<file path="config.mk">
export PLATFORM = sky130hd
export DESIGN_NAME = wb_mac_seq_flat
export DESIGN_NICKNAME = d
export VERILOG_FILES = /design/src/rtl/wb_mac_pkg.sv /design/src/rtl/wb_mac_if.sv /design/src/rtl/wb_mac_seq_mac_unit.sv /design/src/rtl/wb_mac_seq.sv /design/src/flat_wrapper.sv
export SDC_FILE = /design/constraint.sdc
export NUM_CORES = 1
export LEC_CHECK = 0
export ABC_AREA = 0
export CORE_UTILIZATION = 43
export DETAILED_ROUTE_END_ITERATION = 7
export SLEW_MARGIN = 5
export SYNTH_ARGS = -nofsm -noshare
export SYNTH_HDL_FRONTEND = slang
export SYNTH_SLANG_ARGS = --single-unit
</file>
<file path="constraint.sdc">
create_clock -name wb_clk_i -period 9.63 [get_ports wb_clk_i]
set_input_delay 2.889 -clock wb_clk_i [delete_from_list [all_inputs] [get_ports wb_clk_i]]
set_output_delay 2.889 -clock wb_clk_i [all_outputs]
set_load 0.02 [all_outputs]
</file>
<file path="src/rtl/wb_mac_pkg.sv">
// Shared register map, field positions and sequencer state encoding for wb_mac_seq.
package wb_mac_pkg;

  // Word offsets inside the 256-byte Wishbone window
  localparam logic [7:0] OFF_CTRL   = 8'h00;
  localparam logic [7:0] OFF_STATUS = 8'h04;
  localparam logic [7:0] OFF_ACC    = 8'h08;
  localparam logic [7:0] OFF_ABUF   = 8'h40;
  localparam logic [7:0] OFF_BBUF   = 8'h80;

  // CTRL fields
  localparam int CTRL_START   = 0;
  localparam int CTRL_CLR     = 1;
  localparam int CTRL_IRQ_EN  = 2;
  localparam int CTRL_LEN_LSB = 8;
  localparam int CTRL_LEN_MSB = 12;
  localparam int LEN_W        = CTRL_LEN_MSB - CTRL_LEN_LSB + 1;

  // STATUS fields
  localparam int ST_BUSY  = 0;
  localparam int ST_DONE  = 1;
  localparam int ST_ERR   = 2;
  localparam int ST_WBUSY = 3;

  typedef enum logic [1:0] {
    S_IDLE = 2'd0,
    S_RUN  = 2'd1,
    S_FIN  = 2'd2
  } seq_state_t;

endpackage

</file>
<file path="src/rtl/wb_mac_if.sv">
// Wishbone slave bus bundle as routed in from the user project wrapper.
interface wb_mac_if;
  logic        wbs_cyc_i;
  logic        wbs_stb_i;
  logic        wbs_we_i;
  logic [3:0]  wbs_sel_i;
  logic [31:0] wbs_adr_i;
  logic [31:0] wbs_dat_i;
  logic        wbs_ack_o;
  logic [31:0] wbs_dat_o;

  modport slave (
    input  wbs_cyc_i, wbs_stb_i, wbs_we_i, wbs_sel_i, wbs_adr_i, wbs_dat_i,
    output wbs_ack_o, wbs_dat_o
  );

  modport master (
    output wbs_cyc_i, wbs_stb_i, wbs_we_i, wbs_sel_i, wbs_adr_i, wbs_dat_i,
    input  wbs_ack_o, wbs_dat_o
  );
endinterface

</file>
<file path="src/rtl/wb_mac_seq_mac_unit.sv">
// Signed multiply-accumulate datapath: one product per enabled cycle, wrapping accumulator.
module mac_unit #(
  parameter int DATA_W = 8,
  parameter int ACC_W  = 32
) (
  input  logic                     clk,
  input  logic                     rst,
  input  logic                     clr,
  input  logic                     en,
  input  logic signed [DATA_W-1:0] a,
  input  logic signed [DATA_W-1:0] b,
  output logic        [ACC_W-1:0]  acc
);

  logic signed [2*DATA_W-1:0] prod;
  logic        [ACC_W-1:0]    prod_ext;

  assign prod     = a * b;
  // Size cast of a signed value sign-extends the full-width product
  assign prod_ext = ACC_W'(prod);

  // Accumulator: clear has priority, otherwise add the product when enabled
  always_ff @(posedge clk or posedge rst) begin
    if (rst) begin
      acc <= '0;
    end else if (clr) begin
      acc <= '0;
    end else if (en) begin
      acc <= acc + prod_ext;
    end
  end

endmodule

</file>
<file path="src/rtl/wb_mac_seq.sv">
// Wishbone-mapped dot-product sequencer: operand buffers, CSRs, run FSM and MAC datapath.
module wb_mac_seq
  import wb_mac_pkg::*;
#(
  parameter int          DATA_W    = 8,
  parameter int          ACC_W     = 32,
  parameter int          DEPTH     = 16,
  parameter logic [31:0] BASE_ADDR = 32'h3000_0000
) (
  input  logic             wb_clk_i,
  input  logic             wb_rst_i,
  wb_mac_if.slave          bus,
  output logic [ACC_W-1:0] acc_o,
  output logic             busy_o,
  output logic             irq_o
);

  localparam int IDX_W = (DEPTH > 1) ? $clog2(DEPTH) : 1;

  logic                     hit;
  logic                     req;
  logic                     wr;
  logic [7:0]               off;
  logic                     buf_ok;
  logic [IDX_W-1:0]         buf_idx;
  logic                     is_ctrl;
  logic                     is_status;
  logic                     is_acc;
  logic                     is_a;
  logic                     is_b;

  logic signed [DATA_W-1:0] a_buf [DEPTH];
  logic signed [DATA_W-1:0] b_buf [DEPTH];

  logic                     irq_en;
  logic [LEN_W-1:0]         len;
  logic                     start_pulse;

  seq_state_t               state;
  logic [IDX_W-1:0]         idx;
  logic                     done;
  logic                     err;
  logic                     wbusy;

  logic                     running;
  logic                     wr_ctrl;
  logic                     wr_status;
  logic                     wr_a;
  logic                     wr_b;
  logic                     start_req;
  logic                     clr_req;
  logic                     wbusy_set;
  logic [2:0]               w1c;
  logic                     bad_len;
  logic                     last;
  logic                     done_set;
  logic                     err_set;
  logic [31:0]              rd_data;
  logic                     unused_ok;

  // An access is serviced once, on the cycle before its ack; the ack cycle itself is not a new request
  assign hit = bus.wbs_cyc_i & bus.wbs_stb_i & (bus.wbs_adr_i[31:8] == BASE_ADDR[31:8]);
  assign req = hit & ~bus.wbs_ack_o;
  assign wr  = req & bus.wbs_we_i;
  assign off = bus.wbs_adr_i[7:0];

  assign buf_ok    = (int'(off[5:2]) < DEPTH);
  assign buf_idx   = IDX_W'(off[5:2]);
  assign is_ctrl   = (off[7:2] == OFF_CTRL[7:2]);
  assign is_status = (off[7:2] == OFF_STATUS[7:2]);
  assign is_acc    = (off[7:2] == OFF_ACC[7:2]);
  assign is_a      = (off[7:6] == OFF_ABUF[7:6]) & buf_ok;
  assign is_b      = (off[7:6] == OFF_BBUF[7:6]) & buf_ok;

  // Only the RUN state locks out operand/CTRL changes; FIN already reports not-busy
  assign running   = (state == S_RUN);
  assign wr_ctrl   = wr & is_ctrl;
  assign wr_status = wr & is_status;
  assign wr_a      = wr & is_a;
  assign wr_b      = wr & is_b;
  assign start_req = wr_ctrl & ~running & bus.wbs_dat_i[CTRL_START];
  assign clr_req   = wr_ctrl & ~running & bus.wbs_dat_i[CTRL_CLR];
  assign wbusy_set = running & (wr_ctrl | wr_a | wr_b);
  assign w1c       = wr_status ? bus.wbs_dat_i[ST_WBUSY:ST_DONE] : 3'b000;

  assign bad_len  = (len == '0) || (int'(len) > DEPTH);
  assign last     = (LEN_W'(idx) == (len - LEN_W'(1)));
  assign done_set = running & last;
  assign err_set  = (state == S_IDLE) & start_pulse & bad_len;

  assign irq_o = done & irq_en;

  // Select sel, byte lanes and dat bits outside the decoded fields are don't-care
  assign unused_ok = ^{bus.wbs_sel_i, bus.wbs_adr_i[1:0], bus.wbs_dat_i};

  // Read mux: CSRs, sign-extended accumulator and operands; unmapped offsets read 0
  always_comb begin
    rd_data = '0;
    if (is_ctrl) begin
      rd_data[CTRL_IRQ_EN]                = irq_en;
      rd_data[CTRL_LEN_MSB:CTRL_LEN_LSB]  = len;
    end else if (is_status) begin
      rd_data[ST_BUSY]  = busy_o;
      rd_data[ST_DONE]  = done;
      rd_data[ST_ERR]   = err;
      rd_data[ST_WBUSY] = wbusy;
    end else if (is_acc) begin
      rd_data = 32'(signed'(acc_o));
    end else if (is_a) begin
      rd_data = 32'(a_buf[buf_idx]);
    end else if (is_b) begin
      rd_data = 32'(b_buf[buf_idx]);
    end
  end

  // Bus side: single-pulse ack, registered read data, CTRL fields and the start pulse to the FSM
  always_ff @(posedge wb_clk_i or posedge wb_rst_i) begin
    if (wb_rst_i) begin
      bus.wbs_ack_o <= 1'b0;
      bus.wbs_dat_o <= '0;
      irq_en        <= 1'b0;
      len           <= '0;
      start_pulse   <= 1'b0;
    end else begin
      bus.wbs_ack_o <= req;
      bus.wbs_dat_o <= (req && !bus.wbs_we_i) ? rd_data : '0;
      start_pulse   <= start_req;
      if (wr_ctrl) begin
        irq_en <= bus.wbs_dat_i[CTRL_IRQ_EN];
        if (!running) begin
          len <= bus.wbs_dat_i[CTRL_LEN_MSB:CTRL_LEN_LSB];
        end
      end
    end
  end

  // Operand buffers hold whatever was last written; they are deliberately not reset
  always_ff @(posedge wb_clk_i) begin
    if (wr_a && !running) begin
      a_buf[buf_idx] <= bus.wbs_dat_i[DATA_W-1:0];
    end
    if (wr_b && !running) begin
      b_buf[buf_idx] <= bus.wbs_dat_i[DATA_W-1:0];
    end
  end

  // Sequencer FSM with sticky status flags; a set in the same cycle as a W1C wins
  always_ff @(posedge wb_clk_i or posedge wb_rst_i) begin
    if (wb_rst_i) begin
      state  <= S_IDLE;
      idx    <= '0;
      busy_o <= 1'b0;
      done   <= 1'b0;
      err    <= 1'b0;
      wbusy  <= 1'b0;
    end else begin
      done  <= (done  & ~w1c[0]) | done_set;
      err   <= (err   & ~w1c[1]) | err_set;
      wbusy <= (wbusy & ~w1c[2]) | wbusy_set;
      case (state)
        S_IDLE: begin
          if (start_pulse && !bad_len) begin
            state  <= S_RUN;
            idx    <= '0;
            busy_o <= 1'b1;
          end
        end
        S_RUN: begin
          if (last) begin
            state  <= S_FIN;
            busy_o <= 1'b0;
          end else begin
            idx <= idx + IDX_W'(1);
          end
        end
        S_FIN: begin
          state <= S_IDLE;
        end
        default: begin
          state  <= S_IDLE;
          busy_o <= 1'b0;
        end
      endcase
    end
  end

  mac_unit #(
    .DATA_W (DATA_W),
    .ACC_W  (ACC_W)
  ) u_mac (
    .clk (wb_clk_i),
    .rst (wb_rst_i),
    .clr (clr_req),
    .en  (running),
    .a   (a_buf[idx]),
    .b   (b_buf[idx]),
    .acc (acc_o)
  );

endmodule

</file>
<file path="src/flat_wrapper.sv">
// flat-port wrapper written by rule: the top's interface ports become plain ports
module wb_mac_seq_flat import wb_mac_pkg::*;
#(
  parameter int          DATA_W    = 8,
  parameter int          ACC_W     = 32,
  parameter int          DEPTH     = 16,
  parameter logic [31:0] BASE_ADDR = 32'h3000_0000
)
  (wb_clk_i, wb_rst_i, acc_o, busy_o, irq_o, bus_wbs_cyc_i, bus_wbs_stb_i, bus_wbs_we_i, bus_wbs_sel_i, bus_wbs_adr_i, bus_wbs_dat_i, bus_wbs_ack_o, bus_wbs_dat_o);
  wb_mac_if bus_i ();
  input  logic wb_clk_i;
  input  logic wb_rst_i;
  output logic [ACC_W-1:0] acc_o;
  output logic busy_o;
  output logic irq_o;
  input wire logic [$bits(bus_i.wbs_cyc_i)-1:0] bus_wbs_cyc_i;
  input wire logic [$bits(bus_i.wbs_stb_i)-1:0] bus_wbs_stb_i;
  input wire logic [$bits(bus_i.wbs_we_i)-1:0] bus_wbs_we_i;
  input wire logic [$bits(bus_i.wbs_sel_i)-1:0] bus_wbs_sel_i;
  input wire logic [$bits(bus_i.wbs_adr_i)-1:0] bus_wbs_adr_i;
  input wire logic [$bits(bus_i.wbs_dat_i)-1:0] bus_wbs_dat_i;
  output wire logic [$bits(bus_i.wbs_ack_o)-1:0] bus_wbs_ack_o;
  output wire logic [$bits(bus_i.wbs_dat_o)-1:0] bus_wbs_dat_o;
  assign bus_i.wbs_cyc_i = bus_wbs_cyc_i;
  assign bus_i.wbs_stb_i = bus_wbs_stb_i;
  assign bus_i.wbs_we_i = bus_wbs_we_i;
  assign bus_i.wbs_sel_i = bus_wbs_sel_i;
  assign bus_i.wbs_adr_i = bus_wbs_adr_i;
  assign bus_i.wbs_dat_i = bus_wbs_dat_i;
  assign bus_wbs_ack_o = bus_i.wbs_ack_o;
  assign bus_wbs_dat_o = bus_i.wbs_dat_o;
  wb_mac_seq #(.DATA_W(DATA_W), .ACC_W(ACC_W), .DEPTH(DEPTH), .BASE_ADDR(BASE_ADDR)) u_core (.wb_clk_i(wb_clk_i), .wb_rst_i(wb_rst_i), .bus(bus_i), .acc_o(acc_o), .busy_o(busy_o), .irq_o(irq_o));
endmodule
</file>
# ---- Yosys cells after proc, flatten, opt, wreduce, memory -nomap -nowiden
# Memories as Yosys holds them, arrays and structs flattened.
# Index checks and enable logic that the tools add are counted.
dict set report word_totals {
  mem_count 2
  out_inout_bits 67
  elab_cells 104
  input_bits 73
  register_bits 82
  mem_bits_rw 256
}
# memory words word_bits read_ports rd_ports_with_merged_regs wr line
set mem_list {}
lappend mem_list {u_core.a_buf 16 8 2 0 1 wb_mac_seq.sv:32} ;# logic signed [DATA_W-1:0] a_buf [DEPTH];
lappend mem_list {u_core.b_buf 16 8 2 0 1 wb_mac_seq.sv:33} ;# logic signed [DATA_W-1:0] b_buf [DEPTH];
dict set report op_classes {
  bitwise 30
  n_eq_ne 11
  magnitude_cmp 1
  n_mul 1
  mux 27
  addsub 3
  reduce_logical 17
}
# cell count
set op_table {}
lappend op_table {{two-way mux 32 bit} 6}
lappend op_table {{adder 32 bit} 1}
lappend op_table {{two-way mux 28 bit} 1}
lappend op_table {{equality test 24 x 22 -> 1 bit, second input constant} 1}
lappend op_table {{bitwise AND 1 bit} 19}
lappend op_table {{two-way mux 19 bit} 1}
lappend op_table {{multiplier 8 x 8 -> 16 bit} 1}
lappend op_table {{two-way mux 4 bit} 3}
lappend op_table {{two-way mux 5 bit} 2}
lappend op_table {{case mux 4 bit (2 select lines)} 1}
lappend op_table {{two-way mux 1 bit} 7}
lappend op_table {{equality test 6 x 1 -> 1 bit, second input constant} 1}
lappend op_table {{equality test 6 x 2 -> 1 bit, second input constant} 1}
lappend op_table {{zero test 6 bit} 1}
lappend op_table {{two-way mux 2 bit} 3}
lappend op_table {{!= test 2 bit, second input constant} 3}
lappend op_table {{inverter 1 bit} 6}
lappend op_table {{AND reduction 3 bit} 2}
lappend op_table {{equality test 4 x 5 -> 1 bit} 1}
lappend op_table {{> comparator 5 bit, second input constant} 1}
lappend op_table {{zero test 5 bit} 1}
lappend op_table {{bitwise OR 1 bit} 5}
lappend op_table {{subtractor 5 x 1 -> 5 bit, second input constant} 1}
lappend op_table {{adder 4 x 1 -> 4 bit, second input constant} 1}
lappend op_table {{11 further kinds} 20}

# ---- Longest topological paths before layout
# Gate-level depths: netlist of run 1.
dict set report depth {
  ltp_word 9
  mapped_depth 34
  ltp_nobuf 31
}

# ---- Modules after synthesis
# Synthesis of run 1 repeated with hierarchy kept, for this count alone.
dict set report unflattened {
  cells_unflattened 1504
  area_unflattened_um2 19661.4
}
# module area_per_inst_um2 cells_each instances seq_area_each_um2
set modules_own_cells {}
lappend modules_own_cells {wb_mac_seq 14310.0 894 1 8938.6}
lappend modules_own_cells {mac_unit 5351.4 610 1 800.8}

# ---- Least setup slack after synthesis of run 1
# Ideal clock, no wire load.
dict set report synth_timing {
  path_type {reg-to-reg}
  startpoint {register u_core.idx[0]}
  endpoint {register u_core.u_mac.acc[31]}
  path_buffers 3
  path_slack_ns 1.063
  t_required_ns 9.501
  setup_ns 0.129
  arrival_time_ns 8.438
  path_stages_with_launch 32
  synth_period_minus_slack_ns 8.567
  path_cell_list {dfrtp_1 > clkbuf_1 > buf_4 > buf_2 > mux4_2 > mux4_2 > and2_1 > fa_1 > inv_1 > fa_1 > inv_1 > fa_1 > inv_1 > fa_1 > inv_1 > ha_1 > nand2_1 > o21ai_1 > o41a_1 > a211oi_1 > or3_1 > xnor2_1 > ha_1 > a211oi_1 > o211ai_1 > a31oi_1 > a2bb2oi_1 > o211ai_2 > a221oi_2 > xor2_1 > a21oi_1 > o22ai_1}
}
dict set report synth_via {
  elab_chain_cells 5
  word_cells_on_any_way 6
  cone_classes {add/sub: 1; mul: 1; mux: 2; memory: 2}
}
# item line
set synth_rtl {}
lappend synth_rtl {{from (decl)} wb_mac_seq.sv:40} ;# logic [IDX_W-1:0] idx;
lappend synth_rtl {{from (signal assigned)} wb_mac_seq.sv:173} ;# idx <= idx + IDX_W'(1);
lappend synth_rtl {{memory read (16 x 8 bit) (on tied branches)} -}
lappend synth_rtl {{multiplier 8 x 8 -> 16 bit (*)} wb_mac_seq_mac_unit.sv:18} ;# assign prod = a * b;
lappend synth_rtl {{adder 32 bit (*)} wb_mac_seq_mac_unit.sv:29} ;# acc <= acc + prod_ext;
lappend synth_rtl {{two-way mux 32 bit (*)} wb_mac_seq_mac_unit.sv:28} ;# end else if (en) begin
lappend synth_rtl {{two-way mux 32 bit (*)} wb_mac_seq_mac_unit.sv:26} ;# end else if (clr) begin
lappend synth_rtl {{to (signal assigned)} wb_mac_seq_mac_unit.sv:29}
lappend synth_rtl {{to (decl)} wb_mac_seq_mac_unit.sv:12} ;# output logic [ACC_W-1:0] acc
# Mark *: on every way between the ends. The rest lies on a longest branch, timed or not. The select of a mux whose other input is x is not followed.
# A chain may end at the register's enable or synchronous reset.

# ---- Worst setup path after layout of run 1
dict set report layout_timing {
  startpoint {register u_core.idx[0]}
  endpoint {register u_core.u_mac.acc[27]}
}
# Same word-level chain as after synthesis.

==> results of run 1 <==
==> cell type report <==
class                   count  area (sq um)
flip-flops and latches    338          9740
fillers                  3705         21300
inverters                  98           369
multi-input cells         813          8710
clock inverters            11          97.6
repair buffers            133          1330
well taps                 585           732
clock buffers              51          1050
==> worst paths after layout <==
| check | slack [ns] | end | start | depth (start not counted) |
|---|---|---|---|---|
| max | 0.81 | u_core.u_mac.acc[27] | u_core.idx[0] | 30 |
| min | 0.51 | u_core.wbusy | u_core.wbusy | 1 |
| max reg2reg | 0.81 | u_core.u_mac.acc[27] | u_core.idx[0] | 30 |
| min reg2reg | 0.51 | u_core.wbusy | u_core.wbusy | 1 |
| max in group asynchronous | 5.85 | u_core.idx[0] | wb_rst_i | 3 |
| min in group asynchronous | 2.95 | u_core.bus.wbs_dat_o[26] | wb_rst_i | 3 |
==> registers in the layout, summed over array words and instances (netlist names), 2 cells and up <==
signal and count:
u_core.u_mac.acc 32, u_core.bus.wbs_dat_o 32, u_core.idx 4, u_core.a_buf 128, u_core.len 5, u_core.b_buf 128
u_core.state 2
==> metal layers <==
metal	part of all wire	global-route usage
met1	0.44	0.298
met2	0.48	0.342
met3	0.058	0.0363
met4	0.021	0.0533
met5	0.00029	0
==> through the flow <==
step	power (uW)	instances
finish	3060	2029
global route	3160	2029
CTS	3100	2029
detailed placement	1730	1967
global placement	1730	1967
floorplan	1670	1304
==> cells by family (layout without fill, tap and decap cells) <==
group,count (synthesis),after routing,share of synthesized area
simple gates,283,283,0.0711
mux,169,169,0.193
compound gates,192,192,0.0683
flops,338,338,0.511
xor+xnor,49,49,0.0225
fa+ha+maj,120,120,0.101
buf+inv,153,293,0.0331
==> critical path: cells and delay by family, from the launching register on <==
family	cells	cell delay (ns)
AND/OR/NAND/NOR	5	0.91
XOR/XNOR	2	0.67
AO/OA/AOI/OAI	9	1.80
flip-flops	1	0.64
multiplexers	2	1.21
adder cells (fa/ha/maj)	6	2.65
buffers and inverters	6	0.79
==> cells in the mapped netlist (all sizes together), types with 2 or more instances <==
| cell | instances | area, sq um |
|---|---|---|
| a211oi | 10 | 85.1 |
| a21o | 15 | 115 |
| a21oi | 44 | 228 |
| a22o | 5 | 43.8 |
| a22oi | 11 | 82.6 |
| a31oi | 2 | 27.5 |
| and2 | 47 | 295 |
| and3 | 4 | 26.3 |
| buf | 28 | 161 |
| clkbuf | 27 | 101 |
| dfrtp | 82 | 2050 |
| edfxtp | 256 | 7690 |
| fa | 56 | 1120 |
| ha | 64 | 801 |
| inv | 98 | 368 |
| mux2 | 7 | 78.8 |
| mux2i | 3 | 30.0 |
| mux4 | 159 | 3580 |
| nand2 | 89 | 334 |
| nand2b | 10 | 62.6 |
| nand3 | 16 | 80.1 |
| nand3b | 2 | 15.0 |
| nand4 | 2 | 12.5 |
| nor2 | 73 | 274 |
| nor2b | 8 | 50.1 |
| nor3 | 11 | 55.1 |
| nor4 | 5 | 31.3 |
| nor4b | 2 | 17.5 |
| o211ai | 5 | 52.6 |
| o21a | 25 | 188 |
| o21ai | 52 | 264 |
| o21bai | 8 | 60.1 |
| o22ai | 2 | 12.5 |
| o31ai | 5 | 56.3 |
| or2 | 6 | 37.5 |
| or3 | 6 | 47.5 |
| xnor2 | 28 | 245 |
| xor2 | 21 | 184 |
==> power groups by stage <==
stage	sequential [uW]	clock [uW]	combinational, uW
after floorplan	1600	0	66.3
after global placement	1600	0	126
after detailed placement	1600	0	128
after CTS	1570	1400	129
after global routing	1570	1450	136
final	1570	1360	127
==> results_dict.tcl, run 1 <==
set metrics [dict create \
    crit_arrival_ns 9.24 \
    first_global_vias 11900 \
    start_util 0.440 \
    drtIter0Drc 1018 \
    rows 76 \
    insertion_delay_ns 0.56 \
    ys_async_sr_fraction 0.243 \
    finalSetupViolations 0 \
    fp.dieH_um 213 \
    design.core.area_sq_um 43400 \
    cts_setup_buffers 0 \
    dieArea_sq_um 45200 \
    slew_headroom 0.186 \
    cts_buffer_depth 3 \
    sw_frac_of_total 0.210 \
    yosys_warnings 0 \
    drt_wl_total_um 45300 \
    switching_power_uw 642 \
    fin_area_sq_um 22000 \
    grt_max_degree 83 \
    synth_ff_type "edfxtp_1" \
    routedWlPerCell_um 22.3 \
    cts_buffers 38 \
    synth.avg_cell_area_sq_um 14.6 \
    internal-power_uw 2420 \
    status "finished, final reports clean" \
    power.share.sequential 0.513 \
    postCtsHoldBufs 0 \
    p_clk_frac 0.445 \
    vias_per_cell 5.59 \
    antenna_found_initial 1 \
    fin_skew_ns 0.0169 \
    final_common_cell "edfxtp_1" \
    num_vias 11400 \
    hold_class "register to register" \
    end_kind "register" \
    p_leak_uw 0.00798 \
    grt_pass1_wl_um 71300 \
    clk_pin_slew_ns 0.06 \
    final_hold_viol_count 0 \
    slew_viol_final 0 \
    grt_util_all_layers 0.211 \
    yosysUniqueCellTypes 64 \
    seq_area_frac_synth 0.511 \
    io_pins 140 \
    final_cell_mix "edfxtp_1 (256), mux4_2 (159), clkdlybuf4s50_1 (112)" \
    tritoncts "yes" \
    startpoint_type "register" \
    fin_crit_sh 0.916 \
    path_class "register to register" \
    syn-cell-area_sq_um 19100 \
    synth_fp_nets 1497 \
    ys_ff_latch 338 \
    grt_remaining_overflow 0 \
    place_ws_ns 0.797 \
    dieWidth_um 213 \
    fin_ws_ns 0.810 \
    tightestPinTransition_ns 1.22 \
    dp_hpwl_um 32200 \
    place_congestion 0.848 \
    antenna_violating_nets_post_route 0 \
    period_minus_slack_ns 8.82 \
    path_max_fanout 16 \
    required_ns 10.05 \
    post_cts_resized 0 \
    antennaDiodeCount 0 \
    hold_ws_ns 0.507 \
    area.growth.synth_to_final_pct 15.6 \
    final_nets 1615 \
    dr.pass1.iters 7 \
    fin_util 0.508 \
    p_per_area_nw_per_um2 139 \
    rsz0062_at_grt "no" \
    cts.sink_count 338 \
    cts_htree_levels 2 \
    drive_gt1_frac 0.185 \
    place_area_sq_um 20900 \
    post-route-drc-count 0 \
    drv_cap 0 \
    slowest_stage "dfrtp_4" \
    irDropWorstVdd_mv 0.0928 \
    tns_ns 0 \
    fmax_ghz 0.113 \
    cts_root_buffer "clkbuf_16" \
    combinationalPowerShare 0.041 \
    synthCells 1304 \
    synth-edff-count 256 \
    io_buffers 114 \
    critical-path-max-stage-delay_ns 0.64 \
]
(Power assumes the default switching activity.)
==> inputs of run 2 (changes only) <==
Settings changed: CORE_UTILIZATION 43 to 49, CTS_CLUSTER_SIZE set to 12, PLACE_DENSITY set to 0.78.
==> run 2 against run 1 <==
- flip-flop and latch count unchanged
- clock power barely moved
- critical path depth did not move
- clock-buffer cell count shrank 2
- combinational power about the same
- via count rose by 5.4%
- highest routed layer is now met4
- largest cell class unchanged
==> results_dict.tcl, run 2 (same netlist as run 1, synthesis figures left out) <==
set metrics [dict create \
    p_leak_uw 0.00798 \
    path_class "register to register" \
    tightestPinTransition_ns 1.33 \
    fmax_ghz 0.114 \
    crit_start "u_core.idx[0]" \
    cts.sink_count 338 \
    dieWidth_um 199 \
    fp.dieH_um 199 \
    end_kind "register" \
    crit_end "u_core.u_mac.acc[31]" \
    fin_util 0.577 \
    holdCritStartpoint "u_core.wbusy" \
    required_ns 10.07 \
    finalSetupViolations 0 \
    path_delay_family "adder cells" \
    io_pins 140 \
    first_global_vias 12200 \
    cts_buffer_depth 3 \
    place_area_sq_um 20800 \
    tritoncts "yes" \
    fin_area_sq_um 21900 \
    slew_headroom 0.109 \
    fin_skew_ns 0.0136 \
    dieArea_sq_um 39700 \
    place_congestion 0.871 \
    antenna_found_initial 0 \
    vias_per_cell 6.12 \
    hold_class "register to register" \
    rows 71 \
    reg2reg_depth 30 \
    period_minus_slack_ns 8.80 \
    critical-path-max-stage-delay_ns 0.78 \
    final_hold_viol_count 0 \
    path_max_fanout 24 \
    timing.rr.start "u_core.idx[0]" \
    design.core.area_sq_um 38000 \
    post_cts_resized 0 \
    irDropWorstVdd_mv 0.147 \
    final_cell_mix "edfxtp_1 (256), mux4_2 (159), clkdlybuf4s50_1 (111)" \
    grt_util_all_layers 0.240 \
    grt_max_degree 83 \
    start_util 0.502 \
    cts_root_buffer "clkbuf_16" \
    reg.largest.list "u_core.a_buf x128, u_core.b_buf x128" \
    antenna_violating_nets_post_route 0 \
    grt_pass1_wl_um 71800 \
    dp_hpwl_um 32900 \
    slew_viol_final 0 \
    fin_crit_sh 0.914 \
    p_per_area_nw_per_um2 140 \
    drt_wl_total_um 46200 \
    area.growth.synth_to_final_pct 15.1 \
    drtIter0Drc 1181 \
    slowest_stage "dfrtp_4" \
    postCtsHoldBufs 0 \
    grt_remaining_overflow 0 \
    num_vias 12000 \
    status "finished, final reports clean" \
    routedWlPerCell_um 23.6 \
    clk_pin_slew_ns 0.06 \
    r2r_slack_ns 0.83 \
    drv_cap 0 \
    rsz0062_at_grt "no" \
    cts_htree_levels 2 \
    cts_buffers 37 \
    dr.pass1.iters 5 \
    final_nets 1614 \
    startpoint_type "register" \
    io_buffers 114 \
    worst-path-stages 30 \
    drive_gt1_frac 0.186 \
    final_common_cell "edfxtp_1" \
    r2r_end "u_core.u_mac.acc[31]" \
    insertion_delay_ns 0.53 \
    tns_ns 0 \
    crit_arrival_ns 9.25 \
    post-route-drc-count 0 \
    cts_setup_buffers 0 \
    crit_buf_inv 6 \
    n_fill_cell 2939 \
    antennaDiodeCount 0 \
    hold_ws_ns 0.486 \
]
run 2: cell count changes in the layout (fill, tap and decap cells not counted):
| cell | before | now |
|---|---|---|
| buf_12 | 4 | 3 |
| buf_2 | 0 | 2 |
| clkbuf_1 | 9 | 6 |
| clkbuf_8 | 3 | 4 |
| clkdlybuf4s50_1 | 112 | 111 |
| clkinv_1 | 4 | 5 |
| clkinv_16 | 0 | 1 |
| clkinv_4 | 1 | 0 |
| clkinvlp_4 | 0 | 1 |
| inv_16 | 1 | 0 |
run 2: how the worst min path moves through the flow:
stage                         to  slack [ns]  cells past startpoint
finish              u_core.wbusy        0.49                      1
global route        u_core.wbusy        0.50                      1
CTS                 u_core.wbusy        0.49                      1
detailed placement  u_core.wbusy        0.47                      1
global placement    u_core.wbusy        0.46                      1
floorplan             u_core.err        0.45                      2
run 2: per-layer routing:
metal,global-route usage,wire (um),vias to the layer above
met1,0.321,18100,6094
li1,-,-,5179
met5,0,0,-
met4,0.0621,1120,0
met3,0.0370,3880,82
met2,0.412,23100,609
run 2: metrics by stage:
step	instances	total power [uW]	setup WS (ns)
finish	1954	3060	0.826
global route	1954	3140	0.299
CTS	1954	3080	0.814
detailed placement	1893	1730	0.844
global placement	1893	1720	0.950
floorplan	1304	1670	1.06
run 2: cell type report:
cell class	count	area (sq um)	share of cell area
inverters	98	369	0.0168
repair buffers	133	1310	0.0597
clock inverters	12	110	0.00502
flip-flops and latches	338	9740	0.444
clock buffers	49	1050	0.0480
well taps	511	639	0.0291
multi-input cells	813	8710	0.397
run 2: report_power, final:
| group | switching (uW) | internal (uW) | total, uW |
|---|---|---|---|
| Sequential | 0.00000196 | 1570 | 1570 |
| Clock | 568 | 795 | 1360 |
| Combinational | 72.6 | 55.4 | 128 |
==> inputs of run 3 (changes only) <==
Settings changed: RECOVER_POWER set to 25.
==> run 3 against run 2 <==
- the flow now finishes with violations (capacitance limit, slew limit)
- global-route usage is the same
- total power is essentially flat
- flip-flop and latch count is the same
- critical path type unchanged
- critical endpoint unchanged
- largest power group unchanged
- highest routed layer unchanged
==> results_dict.tcl, run 3 (same netlist as run 1, synthesis figures left out) <==
set metrics [dict create \
    status "complete, but fails checks" \
    violations "capacitance limit, slew limit" \
    cts_root_buffer "clkbuf_16" \
    period_minus_slack_ns 8.81 \
    rows 71 \
    fin_util 0.577 \
    dieWidth_um 199 \
    final_common_cell "edfxtp_1" \
    fp.dieH_um 199 \
    fin_skew_ns 0.0138 \
    antennaDiodeCount 0 \
    grt_max_degree 83 \
    design.core.area_sq_um 38000 \
    drv_cap 3 \
    fin_area_sq_um 21900 \
    internal-power_uw 2420 \
    combinationalPowerShare 0.041 \
    antenna_violating_nets_post_route 0 \
    dieArea_sq_um 39700 \
    grt_util_all_layers 0.240 \
    num_vias 12000 \
    cts_setup_buffers 0 \
    end_kind "register" \
    final_hold_viol_count 0 \
    power.share.sequential 0.513 \
    path_max_fanout 24 \
    post_cts_resized 0 \
    post-route-drc-count 0 \
    tightestPinTransition_ns 4.35 \
    p_clk_frac 0.445 \
    grt_pass1_wl_um 71800 \
    finalSetupViolations 0 \
    insertion_delay_ns 0.53 \
    rsz0062_at_grt "no" \
    grt_remaining_overflow 0 \
    first_global_vias 12200 \
    cts.sink_count 338 \
    slew_viol_final 152 \
    required_ns 10.07 \
    vias_per_cell 6.12 \
    postCtsHoldBufs 0 \
    hold_depth 1 \
    cts_buffer_depth 3 \
    antenna_found_initial 0 \
    area.growth.synth_to_final_pct 15.0 \
    final_cell_mix "edfxtp_1 (256), mux4_2 (159), clkdlybuf4s50_1 (105)" \
    drt_wl_total_um 46200 \
    p_per_area_nw_per_um2 140 \
    switching_power_uw 641 \
    crit_arrival_ns 9.25 \
    slowest_stage "dfrtp_4" \
    io_pins 140 \
    reg2reg_depth 30 \
    drtIter0Drc 1184 \
    drive_gt1_frac 0.184 \
    fmax_ghz 0.114 \
    tns_ns 0 \
    clk_pin_slew_ns 0.06 \
    routedWlPerCell_um 23.6 \
    p_leak_uw 0.00796 \
    cts_buffers 37 \
    irDropWorstVdd_mv 0.147 \
    reg.largest.list "u_core.a_buf x128, u_core.b_buf x128" \
    startpoint_type "register" \
    place_ws_ns 0.844 \
    sw_frac_of_total 0.209 \
    hold_class "register to register" \
    io_buffers 114 \
    place_area_sq_um 20800 \
    cts_htree_levels 2 \
    dp_hpwl_um 32900 \
    fin_ws_ns 0.824 \
    critical-path-max-stage-delay_ns 0.78 \
    start_util 0.502 \
    fin_crit_sh 0.914 \
    place_congestion 0.871 \
    tritoncts "yes" \
    path_class "register to register" \
    final_nets 1614 \
    dr.pass1.iters 5 \
    slew_headroom -1.90 \
]
run 3: cell count changes in the layout (fill, tap and decap cells not counted), sizes merged:
cell / previous run / this run
clkinv: 10 / 9
dlygate4sd3: 0 / 6
buf: 22 / 19
clkdlybuf4s50: 111 / 105
clkbuf: 49 / 52
clkinvlp: 1 / 2
run 3: final cells by class:
type / instances / area [sq um]
fill: 2939 / 16100
sequential: 338 / 9740
multi-input combinational: 813 / 8710
timing repair buffer: 133 / 1300
clock buffer: 49 / 1050
tap: 511 / 639
inverter: 98 / 369
clock inverter: 12 / 110
run 3: through the flow:
stage / cells / hold WS (ns) / total power (uW)
after floorplan: 1304 / 0.448 / 1670
after global placement: 1893 / 0.465 / 1720
after detailed placement: 1893 / 0.471 / 1730
after CTS: 1954 / 0.485 / 3080
after global routing: 1954 / 0.495 / 3140
final: 1954 / 0.486 / 3060
run 3: path summary, 6_finish.rpt:
check / start / to / slack, ns
worst min register to register: u_core.wbusy / u_core.wbusy / 0.49
worst min-delay path: u_core.wbusy / u_core.wbusy / 0.49
worst max register to register: u_core.idx[0] / u_core.u_mac.acc[31] / 0.82
max in group asynchronous: wb_rst_i / u_core.idx[0] / 2.05
worst max-delay path: u_core.idx[0] / u_core.u_mac.acc[31] / 0.82
min in group asynchronous: wb_rst_i / u_core.u_mac.acc[26] / 4.54
run 3: power groups by stage:
stage | Clock (uW) | Combinational [uW] | Sequential (uW)
global route | 1430 | 134 | 1570
finish | 1360 | 127 | 1570
floorplan | 0 | 66.3 | 1600
CTS | 1380 | 129 | 1570
global placement | 0 | 121 | 1600
detailed placement | 0 | 127 | 1600
run 3: worst max-delay path: cells and delay by family (launching register included):
kind | cells | cell delay [ns]
AOI/OAI and AO/OA | 11 | 2.05
xor gates and xnor gates | 2 | 0.52
adders and majority gates | 6 | 2.69
buffers and inverters | 6 | 0.81
DFF | 1 | 0.78
muxes | 2 | 1.13
and+or+nand+nor | 3 | 0.70
run 3: per-layer routing:
metal  track usage  up-vias  wire length [um]
li1              -     5180                 -
met1         0.321     6085             18100
met2         0.412      608             23100
met3        0.0370       82              3870
met5             0        -                 0
met4        0.0621        0              1120
